===== src/rtl/uart_tx_arbiter.sv =====
// ---------------------------------------------------------------------------
// uart_tx_arbiter
//
// Shares one console UART transmit pin between two byte-stream requesters.
// A round-robin arbiter grants ownership to one requester at a time and keeps
// that ownership for a whole message. The message ends on a 0x0A byte, after
// MAX_BURST bytes, or after the owner has left valid low for IDLE_TIMEOUT
// cycles. An 8N1 serializer with a CLK_DIV baud divider drives the pin.
//
// Handshake: a byte moves on a rising CLK edge where reqN_valid && reqN_ready.
// reqN_ready is a pure function of registered state (owner and serializer
// idle); it never looks at valid. A requester may drop valid without a
// handshake. Data is sampled only on the accepting edge.
//
// Ports
//   CLK, RST_N               system clock, asynchronous active-low reset
//   req0_data/valid/ready    requester 0 byte stream
//   req1_data/valid/ready    requester 1 byte stream
//   grant [1:0]              one-hot owner (bit0 = req0, bit1 = req1), 00 = none
//   busy                     serializer is mid-frame
//   uart_SOUT                serial output, idles high
//   arb_state_dbg [1:0]      arbiter state (0 idle, 1 own0, 2 own1)
//   tx_state_dbg [1:0]       serializer state (0 idle, 1 start, 2 data, 3 stop)
// ---------------------------------------------------------------------------
module uart_tx_arbiter #(
    parameter int CLK_DIV      = 104,
    parameter int MAX_BURST    = 64,
    parameter int IDLE_TIMEOUT = 1024
) (
    input  logic       CLK,
    input  logic       RST_N,
    input  logic [7:0] req0_data,
    input  logic       req0_valid,
    output logic       req0_ready,
    input  logic [7:0] req1_data,
    input  logic       req1_valid,
    output logic       req1_ready,
    output logic [1:0] grant,
    output logic       busy,
    output logic       uart_SOUT,
    output logic [1:0] arb_state_dbg,
    output logic [1:0] tx_state_dbg
);

    localparam int BW = $clog2(MAX_BURST + 1);
    localparam int TW = $clog2(IDLE_TIMEOUT + 1);
    localparam int DW = $clog2(CLK_DIV);

    localparam logic [BW-1:0] BURST_LAST   = BW'(MAX_BURST - 1);
    localparam logic [TW-1:0] TIMEOUT_LAST = TW'(IDLE_TIMEOUT - 1);
    localparam logic [DW-1:0] DIV_LAST     = DW'(CLK_DIV - 1);

    typedef enum logic [1:0] {
        ARB_IDLE = 2'd0,
        OWN0     = 2'd1,
        OWN1     = 2'd2
    } arb_state_t;

    typedef enum logic [1:0] {
        TX_IDLE  = 2'd0,
        TX_START = 2'd1,
        TX_DATA  = 2'd2,
        TX_STOP  = 2'd3
    } tx_state_t;

    arb_state_t    arb_state;
    logic          last_owner;   // 0 = req0 owned last, 1 = req1 owned last
    logic [BW-1:0] burst_cnt;
    logic [TW-1:0] idle_cnt;

    tx_state_t     tx_state;
    logic [DW-1:0] bit_timer;
    logic [2:0]    bit_idx;
    logic [7:0]    shift_reg;
    logic          sout_q;

    logic          tx_idle;
    logic          own_valid;
    logic [7:0]    own_data;
    logic          accept;
    logic          release_own;

    // ------------------------------------------------------------------
    // Combinational decode of registered state
    // ------------------------------------------------------------------
    assign tx_idle    = (tx_state == TX_IDLE);
    assign req0_ready = (arb_state == OWN0) && tx_idle;
    assign req1_ready = (arb_state == OWN1) && tx_idle;
    assign grant      = {arb_state == OWN1, arb_state == OWN0};
    assign busy       = !tx_idle;
    assign uart_SOUT  = sout_q;

    assign arb_state_dbg = arb_state;
    assign tx_state_dbg  = tx_state;

    assign own_valid = (arb_state == OWN1) ? req1_valid : req0_valid;
    assign own_data  = (arb_state == OWN1) ? req1_data  : req0_data;
    assign accept    = (req0_valid && req0_ready) || (req1_valid && req1_ready);

    // A byte that is both 0x0A and the last of the burst gives one release.
    // A high owner valid always suppresses the timeout in that cycle.
    assign release_own = (arb_state != ARB_IDLE) &&
                         ((accept && (own_data == 8'h0A || burst_cnt == BURST_LAST)) ||
                          (!own_valid && idle_cnt == TIMEOUT_LAST));

    // ------------------------------------------------------------------
    // Arbiter
    // ------------------------------------------------------------------
    always_ff @(posedge CLK or negedge RST_N) begin
        if (!RST_N) begin
            arb_state  <= ARB_IDLE;
            last_owner <= 1'b1;
            burst_cnt  <= '0;
            idle_cnt   <= '0;
        end else begin
            case (arb_state)
                ARB_IDLE: begin
                    burst_cnt <= '0;
                    idle_cnt  <= '0;
                    // On a tie the requester that did not own last wins.
                    if (req0_valid && (!req1_valid || last_owner)) begin
                        arb_state <= OWN0;
                    end else if (req1_valid) begin
                        arb_state <= OWN1;
                    end
                end
                OWN0, OWN1: begin
                    if (release_own) begin
                        arb_state  <= ARB_IDLE;
                        last_owner <= (arb_state == OWN1);
                        burst_cnt  <= '0;
                        idle_cnt   <= '0;
                    end else begin
                        if (accept) begin
                            burst_cnt <= burst_cnt + 1'b1;
                        end
                        if (own_valid) begin
                            idle_cnt <= '0;
                        end else begin
                            idle_cnt <= idle_cnt + 1'b1;
                        end
                    end
                end
                default: begin
                    arb_state <= ARB_IDLE;
                end
            endcase
        end
    end

    // ------------------------------------------------------------------
    // 8N1 serializer. bit_timer reloads to CLK_DIV-1 at every bit boundary,
    // so each bit is held for exactly CLK_DIV cycles.
    // ------------------------------------------------------------------
    always_ff @(posedge CLK or negedge RST_N) begin
        if (!RST_N) begin
            tx_state  <= TX_IDLE;
            bit_timer <= '0;
            bit_idx   <= '0;
            shift_reg <= '0;
            sout_q    <= 1'b1;
        end else begin
            case (tx_state)
                TX_IDLE: begin
                    sout_q <= 1'b1;
                    if (accept) begin
                        shift_reg <= own_data;
                        tx_state  <= TX_START;
                        sout_q    <= 1'b0;
                        bit_timer <= DIV_LAST;
                    end
                end
                TX_START: begin
                    if (bit_timer == '0) begin
                        tx_state  <= TX_DATA;
                        sout_q    <= shift_reg[0];
                        bit_idx   <= '0;
                        bit_timer <= DIV_LAST;
                    end else begin
                        bit_timer <= bit_timer - 1'b1;
                    end
                end
                TX_DATA: begin
                    if (bit_timer == '0) begin
                        bit_timer <= DIV_LAST;
                        if (bit_idx == 3'd7) begin
                            tx_state <= TX_STOP;
                            sout_q   <= 1'b1;
                        end else begin
                            // LSB first: the next bit is always at position 1.
                            bit_idx   <= bit_idx + 1'b1;
                            shift_reg <= shift_reg >> 1;
                            sout_q    <= shift_reg[1];
                        end
                    end else begin
                        bit_timer <= bit_timer - 1'b1;
                    end
                end
                TX_STOP: begin
                    if (bit_timer == '0) begin
                        tx_state <= TX_IDLE;
                    end else begin
                        bit_timer <= bit_timer - 1'b1;
                    end
                end
                default: begin
                    tx_state <= TX_IDLE;
                    sout_q   <= 1'b1;
                end
            endcase
        end
    end

endmodule


===== config.mk =====
export PLATFORM = sky130hd
export DESIGN_NAME = uart_tx_arbiter
export DESIGN_NICKNAME = d
export VERILOG_FILES = /design/src/rtl/uart_tx_arbiter.sv
export SDC_FILE = /design/constraint.sdc
export NUM_CORES = 1
export LEC_CHECK = 0
export ABC_AREA = 1
export CELL_PAD_IN_SITES_DETAIL_PLACEMENT = 0
export CELL_PAD_IN_SITES_GLOBAL_PLACEMENT = 1
export CORE_MARGIN = 5
export CORE_UTILIZATION = 30
export DETAILED_ROUTE_END_ITERATION = 8
export GPL_TIMING_DRIVEN = 0
export PLACE_DENSITY = 0.7
export RECOVER_POWER = 50
export SLEW_MARGIN = 30
export SYNTH_ARGS = -nofsm -noshare
export SYNTH_HDL_FRONTEND = slang
export SYNTH_SLANG_ARGS = --single-unit

===== constraint.sdc =====
create_clock -name CLK -period 5.21 [get_ports CLK]
set_clock_uncertainty 0.15 [all_clocks]
set_input_delay 0.521 -clock CLK [delete_from_list [all_inputs] [get_ports CLK]]
set_output_delay 0.521 -clock CLK [all_outputs]
set_load 0.1 [all_outputs]

# After elaboration in Yosys (flattened, before gate mapping)
# Cells that the tools add are included.
op_classes:
  n_addsub: 4
  n_mul: 0
  n_div: 0
  order_cmp: 0
  n_eq_ne: 19
  shifts: 0
  muxes: 35
  bitwise: 0
  reduce_logical: 33
ops:
  columns: ["op", "count"]
  rows:
  - ["7-bit two-way mux", 5]
  - ["8-bit two-way mux", 4]
  - ["11-bit two-way mux", 2]
  - ["11-bit case mux with 2 select lines", 1]
  - ["7-bit case mux with 3 select lines", 1]
  - ["2-bit two-way mux", 8]
  - ["8-bit case mux with 2 select lines", 1]
  - ["2-bit != test, second input constant", 7]
  - ["7-bit case mux with 2 select lines", 1]
  - ["11-bit by 1-bit adder with 11-bit output, second input constant", 1]
  - ["11-bit by 10-bit equality test with 1-bit output, second input constant", 1]
  - ["3-bit two-way mux", 3]
  - ["8-bit by 4-bit equality test with 1-bit output, second input constant", 1]
  - ["1-bit logical AND", 8]
  - ["2-bit case mux with 4 select lines", 1]
  - ["2-bit AND reduction", 4]
  - ["4-bit AND reduction", 2]
  - ["2-bit nonzero test", 4]
  - ["7-bit by 1-bit adder with 7-bit output, second input constant", 1]
  - ["7-bit by 6-bit equality test with 1-bit output, second input constant", 1]
  - ["7-bit logical NOT", 1]
  - ["7-bit by 1-bit subtractor with 7-bit output, second input constant", 1]
  - ["2-bit equality test, second input constant", 3]
  - ["3-bit != test, second input constant", 2]
  - ["15 further kinds", 27]
word_totals:
  reg_bits: 42
  latchBits: 0
  mem_bits_rw: 0
  rom_bits: 0
  in_bits: 20
  output_inout_bits: 10
  elab_cells: 100
  n_memories: 0

# Depth between registers and ports, before layout
# Gate-level depths: netlist of run 1.
logic_depth:
  word_depth: 9
  ltp_mapped: 17
  mapped_depth_nobuf: 16

# Worst setup path before layout of run 1
# No wires, ideal clock.
synth_path:
  path_kind: "reg-to-output"
  from: "register arb_state[1] (netlist: arb_state_dbg[1])"
  to: "output port req1_ready"
  arrival_time_ns: 2.902
  t_required_ns: 4.539
  setup_slack_ns: 1.637
  path_stages_with_launch: 5
  path_buffers: 1
  path_cell_list: "dfrtp_1 ha_1 buf_6 nand2_2 inv_1"
synth_via:
  elab_chain_cells: 2
synth_rtl:
  columns: ["item", "line", "source"]
  rows:
  - ["start: declaration", "66", "arb_state_t arb_state;"]
  - ["start signal: assignment", "111", "arb_state <= ARB_IDLE;"]
  - ["start signal: assignment", "122", "arb_state <= OWN0;"]
  - ["start signal: assignment", "124", "arb_state <= OWN1;"]
  - ["2-bit equality test", null, null]
  - ["named net grant[1]", "38", "output logic [1:0] grant,"]
  - ["1-bit logical AND", "88", "assign req1_ready = (arb_state == OWN1) && tx_idle;"]
  - ["end: declaration", "37", "output logic req1_ready,"]
# The timed path passes the listed nets, and every way through them passes these cells.

# Worst setup path after layout of run 1
layout_path:
  from: "register tx_state[0] (netlist: tx_state_dbg[0])"
  to: "output port req1_ready"
layout_via:
  elab_chain_cells: 2
layout_rtl:
  columns: ["item", "line", "source"]
  rows:
  - ["start: declaration", "71", "tx_state_t tx_state;"]
  - ["start signal: assignment", "157", "tx_state <= TX_IDLE;"]
  - ["start signal: assignment", "168", "tx_state <= TX_START;"]
  - ["start signal: assignment", "175", "tx_state <= TX_DATA;"]
  - ["2-bit logical NOT", "86", "assign tx_idle = (tx_state == TX_IDLE);"]
  - ["1-bit logical AND", "88", null]
# No other way between the ends.

==> flow_summary.rst, run 1 <==
.. list-table::
   :header-rows: 1

   * - Metric
     - Value
   * - Global-route met2 utilization
     - 0.188
   * - Number of clock buffers inserted by TritonCTS
     - 5
   * - Top cell types by occurrence after synthesis
     - sky130_fd_sc_hd__nand2_1, sky130_fd_sc_hd__inv_1, sky130_fd_sc_hd__dfrtp_1, sky130_fd_sc_hd__nor2_1, sky130_fd_sc_hd__o21ai_0
   * - Maximum number of pins on one net before global-route repair
     - 43
   * - Fraction of synthesized area in multiplexers
     - 0
   * - Buffers from clock root to sink, at most
     - 2
   * - Number of flip-flops in the largest register
     - 11
   * - GR Util met3
     - 0.0240
   * - Syn_nets
     - 376
   * - Number of cell rows
     - 34
   * - Least-Margin Pin Slew
     - 2280 ps
   * - Total GRT Usage
     - 0.111
   * - Count of cells resized by post-cts repair
     - 0
   * - WL final
     - 6020 um
   * - Violated checks
     - max-capacitance violations, max-slew violations
   * - Post-DR vias/cell
     - 4.70
   * - Syn avg cell area
     - 7.94 um2
   * - Cell with the biggest individual delay on the critical path
     - sky130_fd_sc_hd__clkdlybuf4s50_1
   * - CORE AREA
     - 0.00876 mm2
   * - RSZ-0062 raised after global routing
     - false
   * - Highest clock frequency the design can meet
     - 307 MHz
   * - Sequential share of the synthesized area
     - 0.388
   * - Post-synthesis instance total
     - 342
   * - Setup violation total in the final timing report
     - 0
   * - TritonCTS clock tree
     - yes
   * - Area Overhead vs Synth
     - 20.1%
   * - EDFF count, synth
     - 0
   * - Post-detailed-route count of antenna-violating nets
     - 0
   * - Worst slew margin relative to its limit
     - -0.518
   * - Master cell of the clock root buffer
     - sky130_fd_sc_hd__clkbuf_8
   * - Number of global-route vias before repair
     - 2233
   * - Insertion delay of the later-clocked pin in the worst-skew pair
     - 300 ps
   * - Final weighted congestion in routability-driven placement
     - 0.753
   * - H-tree lvl count
     - 2
   * - Overall die width
     - 105 um
   * - Portion of the clock cycle consumed by the worst path in the final layout
     - 0.626
   * - Delay contributed by the slowest stage of the critical path
     - 1150 ps
   * - Antenna diode count
     - 0
   * - Final Hold Fails
     - 0
   * - Clock slew at the register clock pins of the worst setup and hold paths
     - 90 ps
   * - Required time reported for the critical path endpoint
     - 4540 ps
   * - Met1 routing resource usage after global routing
     - 0.144
   * - Max-cap violations
     - 1
   * - Type of element launching the critical path
     - register
   * - Most Crowded Layer GR
     - met2
   * - Most area-consuming cells after synthesis
     - sky130_fd_sc_hd__dfrtp_1, sky130_fd_sc_hd__nand2_1, sky130_fd_sc_hd__inv_1, sky130_fd_sc_hd__ha_1, sky130_fd_sc_hd__xor2_1
   * - I/O pin count
     - 30
   * - Crit path top cell by count
     - sky130_fd_sc_hd__inv_1
   * - Hold WC Path Type
     - register to register
   * - Detailed Routing Iterations Pass 1
     - 4
   * - Run status
     - finished with violations
   * - Number of max-slew violations in the final report
     - 43
   * - Initial antenna violation count
     - 0
   * - Largest fanout on the critical path
     - 5
   * - Count of routing violations after the opening detailed-route iteration
     - 59
   * - Critical path class
     - register to output port
   * - Hold Slack
     - 347 ps
   * - Number of synthesized register bits
     - 42
   * - Period minus WS final
     - 3260 ps
   * - Number of distinct library cells after synthesis
     - 41
   * - # DRC
     - 0
   * - Share of synthesized registers carrying an async set or reset
     - 1.00
   * - Final net count
     - 412
   * - Ys flop type
     - sky130_fd_sc_hd__dfrtp_1
   * - Total number of vias
     - 2287
   * - Maximum VDD drop
     - 0.000349 V
   * - Area share of the largest cell type after synthesis
     - 0.369
   * - Initial core utilization
     - 0.310
   * - DP HPWL
     - 4530 um
   * - Adder-cell share of the synthesized area
     - 0.0645
   * - Die area
     - 0.0110 mm2
   * - Compound-cell area share of the yosys netlist
     - 0.179
   * - Top-count cell post-synth
     - sky130_fd_sc_hd__nand2_1
   * - Synthesized-area fraction occupied by and/or/nand/nor cells
     - 0.228
   * - Wire length of the first global-routing pass
     - 10300 um
   * - Ordered cell list for the critical path
     - inv_1 -> ha_1 -> nand2_2 -> inv_1 -> clkdlybuf4s50_1
   * - Crit path arrival time
     - 2590 ps
   * - Share of layout cells above drive strength 1
     - 0.0818
   * - XOR/XNOR Fraction of Synth Area
     - 0.0420
   * - Combinational family with the most area after synthesis
     - simple AND/OR/NAND/NOR gates
   * - Power Density
     - 327 mW/mm2
   * - Cell type with the highest aggregate area in the netlist
     - sky130_fd_sc_hd__dfrtp_1
   * - Total number of yosys warnings
     - 0
   * - Final Util
     - 0.372
   * - Cell area after synthesis
     - 0.00271 mm2
   * - Number of setup buffers added after CTS
     - 0
   * - Number of hold-repair buffers added at the cts stage
     - 0
   * - Critical path endpoint category
     - output port
   * - Leakage power
     - 0.00160 uW
   * - Die boundary height
     - 105 um
   * - Final total negative setup slack
     - 0 ps
   * - Mean routed wirelength per cell
     - 12.4 um
   * - Number of buffers inserted by port buffering
     - 29
   * - Leftover overflow at the end of global routing
     - 0
   * - Clock sinks
     - 42
==> logic make-up (layout without fill, tap and decap cells) <==
family,Yosys count,in the layout
flops,42,42
xor+xnor,13,13
fa+ha+maj,14,14
simple gates,137,137
buf+inv,64,101
compound gates,72,72
==> final cells by class <==
type	instances	area, um2
sequential	42	1050
buffer	6	45.0
tap	108	135
multi-input combinational	236	1380
fill	931	5500
clock inverter	2	60.1
timing repair buffer	29	284
inverter	58	220
clock buffer	6	82.6
==> worst max-delay path: cells and delay by family, from the launching register on <==
kind | cells | cell delay, ps
DFF | 1 | 430
adders and majority gates | 1 | 410
buffers and inverters | 3 | 1360
and+or+nand+nor | 1 | 100
==> power breakdown <==
group	switching (uW)	internal (uW)
combinational	281	101
sequential	17.4	341
clock	119	205
==> stage by stage <==
| step | instance area (um2) | instances | setup WS [ps] | total power (uW) |
|---|---|---|---|---|
| 6_report | 3260 | 487 | 1950 | 1060 |
| 5_1_grt | 3260 | 487 | 1830 | 1130 |
| 4_1_cts | 3280 | 487 | 1870 | 1080 |
| 3_5_place_dp | 3140 | 479 | 2200 | 752 |
| 3_3_place_gp | 3140 | 479 | 2200 | 754 |
| 2_1_floorplan | 2710 | 342 | 1640 | 641 |
==> cell usage in the layout (no fill, tap or decap), types with 2 or more instances in the layout <==
cell and count:
sky130_fd_sc_hd__nand2_1 87, sky130_fd_sc_hd__inv_1 55, sky130_fd_sc_hd__dfrtp_1 40, sky130_fd_sc_hd__clkdlybuf4s50_1 28, sky130_fd_sc_hd__nor2_1 21, sky130_fd_sc_hd__o21ai_0 18, sky130_fd_sc_hd__ha_1 14, sky130_fd_sc_hd__xor2_1 11
sky130_fd_sc_hd__nand3_1 10, sky130_fd_sc_hd__a21oi_1 10, sky130_fd_sc_hd__o22ai_1 8, sky130_fd_sc_hd__o2111ai_1 7, sky130_fd_sc_hd__o21ai_1 6, sky130_fd_sc_hd__o211ai_1 6, sky130_fd_sc_hd__o21a_1 6, sky130_fd_sc_hd__clkbuf_8 6
sky130_fd_sc_hd__nor3_1 5, sky130_fd_sc_hd__buf_6 3, sky130_fd_sc_hd__nand2_2 3, sky130_fd_sc_hd__clkbuf_1 3, sky130_fd_sc_hd__nand3b_1 3, sky130_fd_sc_hd__nand2_4 2, sky130_fd_sc_hd__inv_2 2, sky130_fd_sc_hd__nand3_2 2
sky130_fd_sc_hd__xnor2_1 2, sky130_fd_sc_hd__a22o_1 2, sky130_fd_sc_hd__o21ai_2 2, sky130_fd_sc_hd__bufinv_16 2, sky130_fd_sc_hd__dfstp_2 2
==> worst paths after layout <==
| kind | from | end | slack, ps | cells past startpoint |
|---|---|---|---|---|
| setup / recovery | tx_state_dbg[0] | req1_ready | 1950 | 5 |
| max in group asynchronous | RST_N | burst_cnt[3] | 2870 | 1 |
| hold / removal | shift_reg[2] | shift_reg[2] | 350 | 1 |
| hold reg to reg | shift_reg[2] | shift_reg[2] | 350 | 1 |
| setup reg to reg | tx_state_dbg[0] | burst_cnt[3] | 2400 | 12 |
| min in group asynchronous | RST_N | bit_idx[0] | 740 | 1 |
==> metal layers <==
layer | vias to the layer above | part of all wire
met2 | 33 | 0.49
met5 | - | 0
met1 | 1073 | 0.47
met4 | 0 | 0.0060
li1 | 1179 | -
met3 | 2 | 0.031
(Power assumes the default switching activity.)
==> run 2, diff against run 1 <==
PLACE_DENSITY = 0.73   (was 0.7)
clock period = 2.7 ns   (was 5.21 ns; I/O delays follow)
==> run 2 against run 1 <==
The run now ends clean. Combinational power grew 95%. Non-clock buffer count grew 1. First-iteration DRC count grew 3.4%. Total power grew 83%. Wire length shrank 1.7%. Register-to-register slack lost 2200 ps. Worst hold slack lost 1.3 ps. Critical endpoint is now grant[1].
==> flow_summary.rst, run 2 (same netlist as run 1, synthesis figures left out) <==
.. list-table::
   :header-rows: 1

   * - Metric
     - Value
   * - # DRC
     - 0 (unchanged)
   * - Wire length of the first global-routing pass
     - 10700 um (+3.8%)
   * - Number of clock buffers inserted by TritonCTS
     - 5 (unchanged)
   * - Internal cell power
     - 1140 uW (+77%)
   * - Final Util
     - 0.372 (unchanged)
   * - GR Util met3
     - 0.0259 (+0.00185)
   * - Maximum number of pins on one net before global-route repair
     - 43 (unchanged)
   * - Highest-count cells in the layout ignoring fill and taps
     - sky130_fd_sc_hd__nand2_1, sky130_fd_sc_hd__inv_1, sky130_fd_sc_hd__dfrtp_1
   * - Die area
     - 0.0110 mm2 (unchanged)
   * - Global-route met2 utilization
     - 0.194 (+0.00674)
   * - Total number of vias
     - 2268 (-0.83%)
   * - Post-layout total power
     - 1940 uW (+83%)
   * - Maximum VDD drop
     - 0.000384 V (+10%)
   * - Number of flip-flops in the largest register
     - 11 (unchanged)
   * - Area Overhead vs Synth
     - 20.1% (unchanged)
   * - Share of layout cells above drive strength 1
     - 0.105 (+0.0235)
   * - Mean routed wirelength per cell
     - 12.1 um (-1.9%)
   * - Detailed Routing Iterations Pass 1
     - 6 (+2)
   * - Critical path class
     - register to output port
   * - Total GRT Usage
     - 0.113 (+0.00221)
   * - Number of cell rows
     - 34 (unchanged)
   * - Run status
     - complete, no violations
   * - DP HPWL
     - 4470 um (-1.2%)
   * - Proportion of power drawn by the clock network
     - 0.259 (-0.045)
   * - Type of element launching the critical path
     - register
   * - Clock slew at the register clock pins of the worst setup and hold paths
     - 90 ps (about the same)
   * - Clock sinks
     - 42 (unchanged)
   * - Sequential cell fraction of total power
     - 0.359 (+0.022)
   * - Period minus WS final
     - 2610 ps
   * - Least-Margin Pin Slew
     - 1080 ps (-1200 ps)
   * - Number of buffers inserted by port buffering
     - 29 (unchanged)
   * - RSZ-0062 raised after global routing
     - false
   * - Met1 routing resource usage after global routing
     - 0.150 (+0.00646)
   * - WL final
     - 5920 um (-1.7%)
   * - Master cell of the clock root buffer
     - sky130_fd_sc_hd__clkbuf_8
   * - Final Hold Fails
     - 0 (unchanged)
   * - Overall die width
     - 105 um (unchanged)
   * - Final net count
     - 413 (+0.24%)
   * - Leftover overflow at the end of global routing
     - 0 (unchanged)
   * - Insertion delay of the later-clocked pin in the worst-skew pair
     - 290 ps (about the same)
   * - Most Crowded Layer GR
     - met2
   * - Antenna diode count
     - 0 (unchanged)
   * - Leakage power
     - 0.00158 uW (-1.2%)
   * - Post-detailed-route count of antenna-violating nets
     - 0 (unchanged)
   * - Setup violation total in the final timing report
     - 0 (unchanged)
   * - Count of routing violations after the opening detailed-route iteration
     - 61 (+3.4%)
   * - Final total negative setup slack
     - 0 ps (unchanged)
   * - Post-DR vias/cell
     - 4.65 (-1.0%)
   * - Final weighted congestion in routability-driven placement
     - 0.781 (+3.7%)
   * - Worst slew margin relative to its limit
     - 0.281 (+0.799)
   * - Initial antenna violation count
     - 0 (unchanged)
   * - Hold WC Path Type
     - register to register
   * - Number of fillers in the final layout
     - 930 (-0.11%)
   * - Initial core utilization
     - 0.310 (unchanged)
   * - I/O pin count
     - 30 (unchanged)
   * - Required time reported for the critical path endpoint
     - 2280 ps (-2260 ps)
   * - Power Density
     - 596 mW/mm2 (+83%)
   * - Die boundary height
     - 105 um (unchanged)
   * - Number of global-route vias before repair
     - 2258 (+1.1%)
   * - Net switching power
     - 802 uW (+92%)
   * - Non-filler cells, final
     - 488 (+0.21%)
   * - CORE AREA
     - 0.00876 mm2 (unchanged)
   * - Portion of the clock cycle consumed by the worst path in the final layout
     - 0.968
   * - Highest clock frequency the design can meet
     - 382 MHz
   * - Commonest non-fill, non-tap cell in the layout
     - sky130_fd_sc_hd__nand2_1
   * - Largest fanout on the critical path
     - 5 (unchanged)
   * - Combinational fraction of design power
     - 0.382 (+0.023)
   * - Critical path endpoint category
     - output port
   * - Number of max-slew violations in the final report
     - 0 (-100%)
   * - Switching part of the total
     - 0.413 (+0.0204)
   * - Total placed cells including tap cells
     - 479 (unchanged)
   * - Worst R2R Setup Slack
     - 240 ps (-2160 ps)
   * - Buffers from clock root to sink, at most
     - 2 (unchanged)
   * - H-tree lvl count
     - 2 (unchanged)
   * - Max-cap violations
     - 0 (-1)
   * - Crit path arrival time
     - 2190 ps (-400 ps)
   * - TritonCTS clock tree
     - yes
## run 2: through the flow
stage	hold slack (ps)	instance area (um2)	worst slack (ps)
2_1_floorplan	-176	2730	76.2
3_3_place_gp	325	3160	-194
3_5_place_dp	157	3160	29.2
4_1_cts	351	3280	1.35
5_1_grt	368	3260	8.36
6_report	346	3260	85.2
## run 2: power by group through the flow
stage               clock network, uW  registers [uW]  logic (uW)
floorplan                           0             786         472
global placement                    0             709         752
detailed placement                  0             710         747
CTS                               525             698         754
global route                      549             705         830
finish                            503             698         743
## run 2: worst paths after layout
path	start	cells after the start	end
max	arb_state_dbg[0]	3	grant[1]
min	shift_reg[5]	1	shift_reg[5]
max reg2reg	tx_state_dbg[0]	12	burst_cnt[1]
min reg2reg	shift_reg[5]	1	shift_reg[5]
max in group asynchronous	RST_N	2	arb_state_dbg[0]
min in group asynchronous	RST_N	2	bit_timer[4]
## run 2: critical path: stages, from the launching register on
cell and delay (ps):
sky130_fd_sc_hd__dfrtp_2 460, sky130_fd_sc_hd__inv_1 140, sky130_fd_sc_hd__ha_4 180, sky130_fd_sc_hd__clkdlybuf4s50_1 1140
## run 2: repair_timing
item | in CTS | in global routing
setup buffers | 0 | 0
pin swaps | 0 | 0
setup endpoints to repair | 3 | 1
endpoints found under the hold margin | 40 | 0
gates resized for setup | 6 | 1
hold buffers | 1 | 0
## run 2: metal layers
layer	share of wire	vias up	wire length (um)
li1	-	1183	-
met1	0.48	1061	2830
met3	0.025	5	147
met5	0	-	0
met2	0.49	19	2920
met4	0.0046	0	27
## run 2: final cells by class
class	instances	area, um2	area share
Tap cell	108	135	0.0414
Clock buffer	6	72.6	0.0223
Inverter	58	220	0.0675
Multi-Input combinational cell	236	1400	0.430
Timing Repair Buffer	30	290	0.0890
Clock inverter	2	37.5	0.0115
Sequential cell	42	1060	0.325
Buffer	6	45.0	0.0138
==> patch (settings of run 2) <==
The parameter `MAX_BURST` goes from 64 to 32.
--- a/src/rtl/uart_tx_arbiter.sv
+++ b/src/rtl/uart_tx_arbiter.sv
@@ -24,7 +24,7 @@
 // ---------------------------------------------------------------------------
 module uart_tx_arbiter #(
     parameter int CLK_DIV      = 104,
-    parameter int MAX_BURST    = 64,
+    parameter int MAX_BURST    = 32,
     parameter int IDLE_TIMEOUT = 1024
 ) (
     input  logic       CLK,
Check against the original RTL: same outputs for any inputs over 10 cycles, from zero or initial values and one cycle with RST_N low; that may be too few to reach the edited logic, so the function may still have changed.
==> patch against run 2 <==
  * Power is 2.4% lower
  * Die area is 1.9% lower
  * Wire length is 4.5% lower
  * Synthesized area is 2.1% lower
  * Via count is 1.8% lower
  * Design area is 2.2% lower
  * Cell count is 1.0% lower
  * Sequential cell count is 1 lower
  * Worst setup slack better by 3.9 ps
  * First-iteration DRC count is 31% higher
  * Utilization is 0.47 points lower
  * Critical path type unchanged
  * Largest power group unchanged
==> patch: results (changes against run 2) <==
stage,metric,value,unit,change
run_status,outcome,"complete, no violations",,unchanged
setup_path,max_stage_delay,1140,ps,about the same
setup_path,critical_path.startpoint,arb_state_dbg[0],,unchanged
power_and_ir_drop,comb_power,0.770,mW,was 0.743 mW
final_layout,drive_gt1_share,12.5,%,was 10.5%
worst_hold_path,hold_path_startpoint,bit_idx[2],,was shift_reg[5]
final_layout,instances_no_fill,483,,was 488
global_route,first_global_vias,2148,,was 2258
place,dp_cells,474,,was 479
drt,firstDrtPassIters,4,,was 6
global_route,grt_antenna_before_repair,0,,unchanged
place,placedInstanceArea,3090,um^2,was 3160 um^2
power_and_ir_drop,power_leakage,1.62,nW,was 1.58 nW
logic_synthesis,synth_cell_type_count,37,,was 41
place,hpwl,4300,um,was 4470 um
drt,num_vias,2227,,was 2268
logic_synthesis,yosysSeqAreaShare,38.7,%,was 38.8%
logic_synthesis,synthAdderAreaFrac,7.07,%,was 6.45%
logic_synthesis,yosys-top-cells-area,"dfrtp_1 (37%), nand2_1 (13%), ha_1 (7.1%), inv_1 (7.1%), o21ai_0 (4.9%)",,"was dfrtp_1 (37%), nand2_1 (12%), inv_1 (7.6%), ha_1 (6.5%), xor2_1 (3.6%)"
worst_hold_path,min_path_type,reg2reg,,unchanged
drt,wl_per_cell,11.7,um,was 12.1 um
setup_path,crit_fanout,5,,unchanged
logic_synthesis,syn-num-nets,372,,was 376
logic_synthesis,synth_mux_area_share,0.377,%,was 0%
clocking,clk_pin_slew,80,ps,
setup_path,cp_top_family,buffers and inverters,,unchanged
power_and_ir_drop,switching_share,41.9,%,was 41.3%
clocking,post_cts_buffers,0,,unchanged
power_and_ir_drop,vdd_drop_max,0.328,mV,was 0.384 mV
logic_synthesis,synth_area_per_cell,7.88,um^2,was 7.94 um^2
final_layout,finalNetCount,409,,was 413
drt,drtIter0Drc,80,,was 61
power_and_ir_drop,powerSeq,0.677,mW,was 0.698 mW
logic_synthesis,synth_compound_area_share,15.7,%,was 17.9%
clocking,cts_root_buf,clkbuf_8,,unchanged
global_route,grt_max_degree,42,,was 43
clocking,clock_latency,290,ps,about the same
logic_synthesis,synth_common_cells,"nand2_1 (93), inv_1 (50), dfrtp_1 (39)",,"was nand2_1 (87), inv_1 (55), dfrtp_1 (40)"
timing,slew_headroom,31.5,%,was 28.1%
power_and_ir_drop,powerDensity,595,nW/um^2,was 596 nW/um^2
logic_synthesis,synth-xor-area-share,4.95,%,was 4.20%
place,io_buffers,29,,unchanged
place,post-place-ws,71.4,ps,was 29.2 ps
logic_synthesis,async_reset_ff_share,100,%,unchanged
place,gp_congestion,0.761,,was 0.781
final_layout,antenna_cells,0,,unchanged
setup_path,regToRegStartpoint,tx_state_dbg[0],,unchanged
global_route,grt_pass1_wl,9830,um,was 10700 um
global_route,grt_usage,10.7,%,was 11.3%
-- patch: layout make-up --
class                      count  area [um^2]
multi-input combinational    238         1410
timing repair buffer          30          284
fill                         948         5490
clock buffer                   7         96.3
tap                          108          135
inverter                      52          199
buffer                         6         31.3
clock inverter                 1         5.00
sequential                    41         1030
-- patch: per-layer routing --
layer	routed length [um]	track usage (%)	vias up
li1	-	-	1160
met2	2790	18.2	25
met5	0	0	-
met3	170	2.23	8
met1	2630	13.5	1034
met4	68	3.33	0
-- patch: path summary, 6_finish.rpt --
path | endpoint | slack [ps] | depth (start not counted)
min in group asynchronous | idle_cnt[1] | 530 | 2
max | grant[1] | 90 | 3
min reg2reg | bit_idx[2] | 350 | 1
max in group asynchronous | tx_state_dbg[1] | 1170 | 2
max reg2reg | shift_reg[1] | 490 | 9
min | bit_idx[2] | 350 | 1
-- patch: what timing repair did --
item                                   4_1_cts  5_1_grt
hold buffers                                 1        0
setup endpoints to repair                    3        2
gates resized for setup                      3        4
endpoints found under the hold margin       39        0
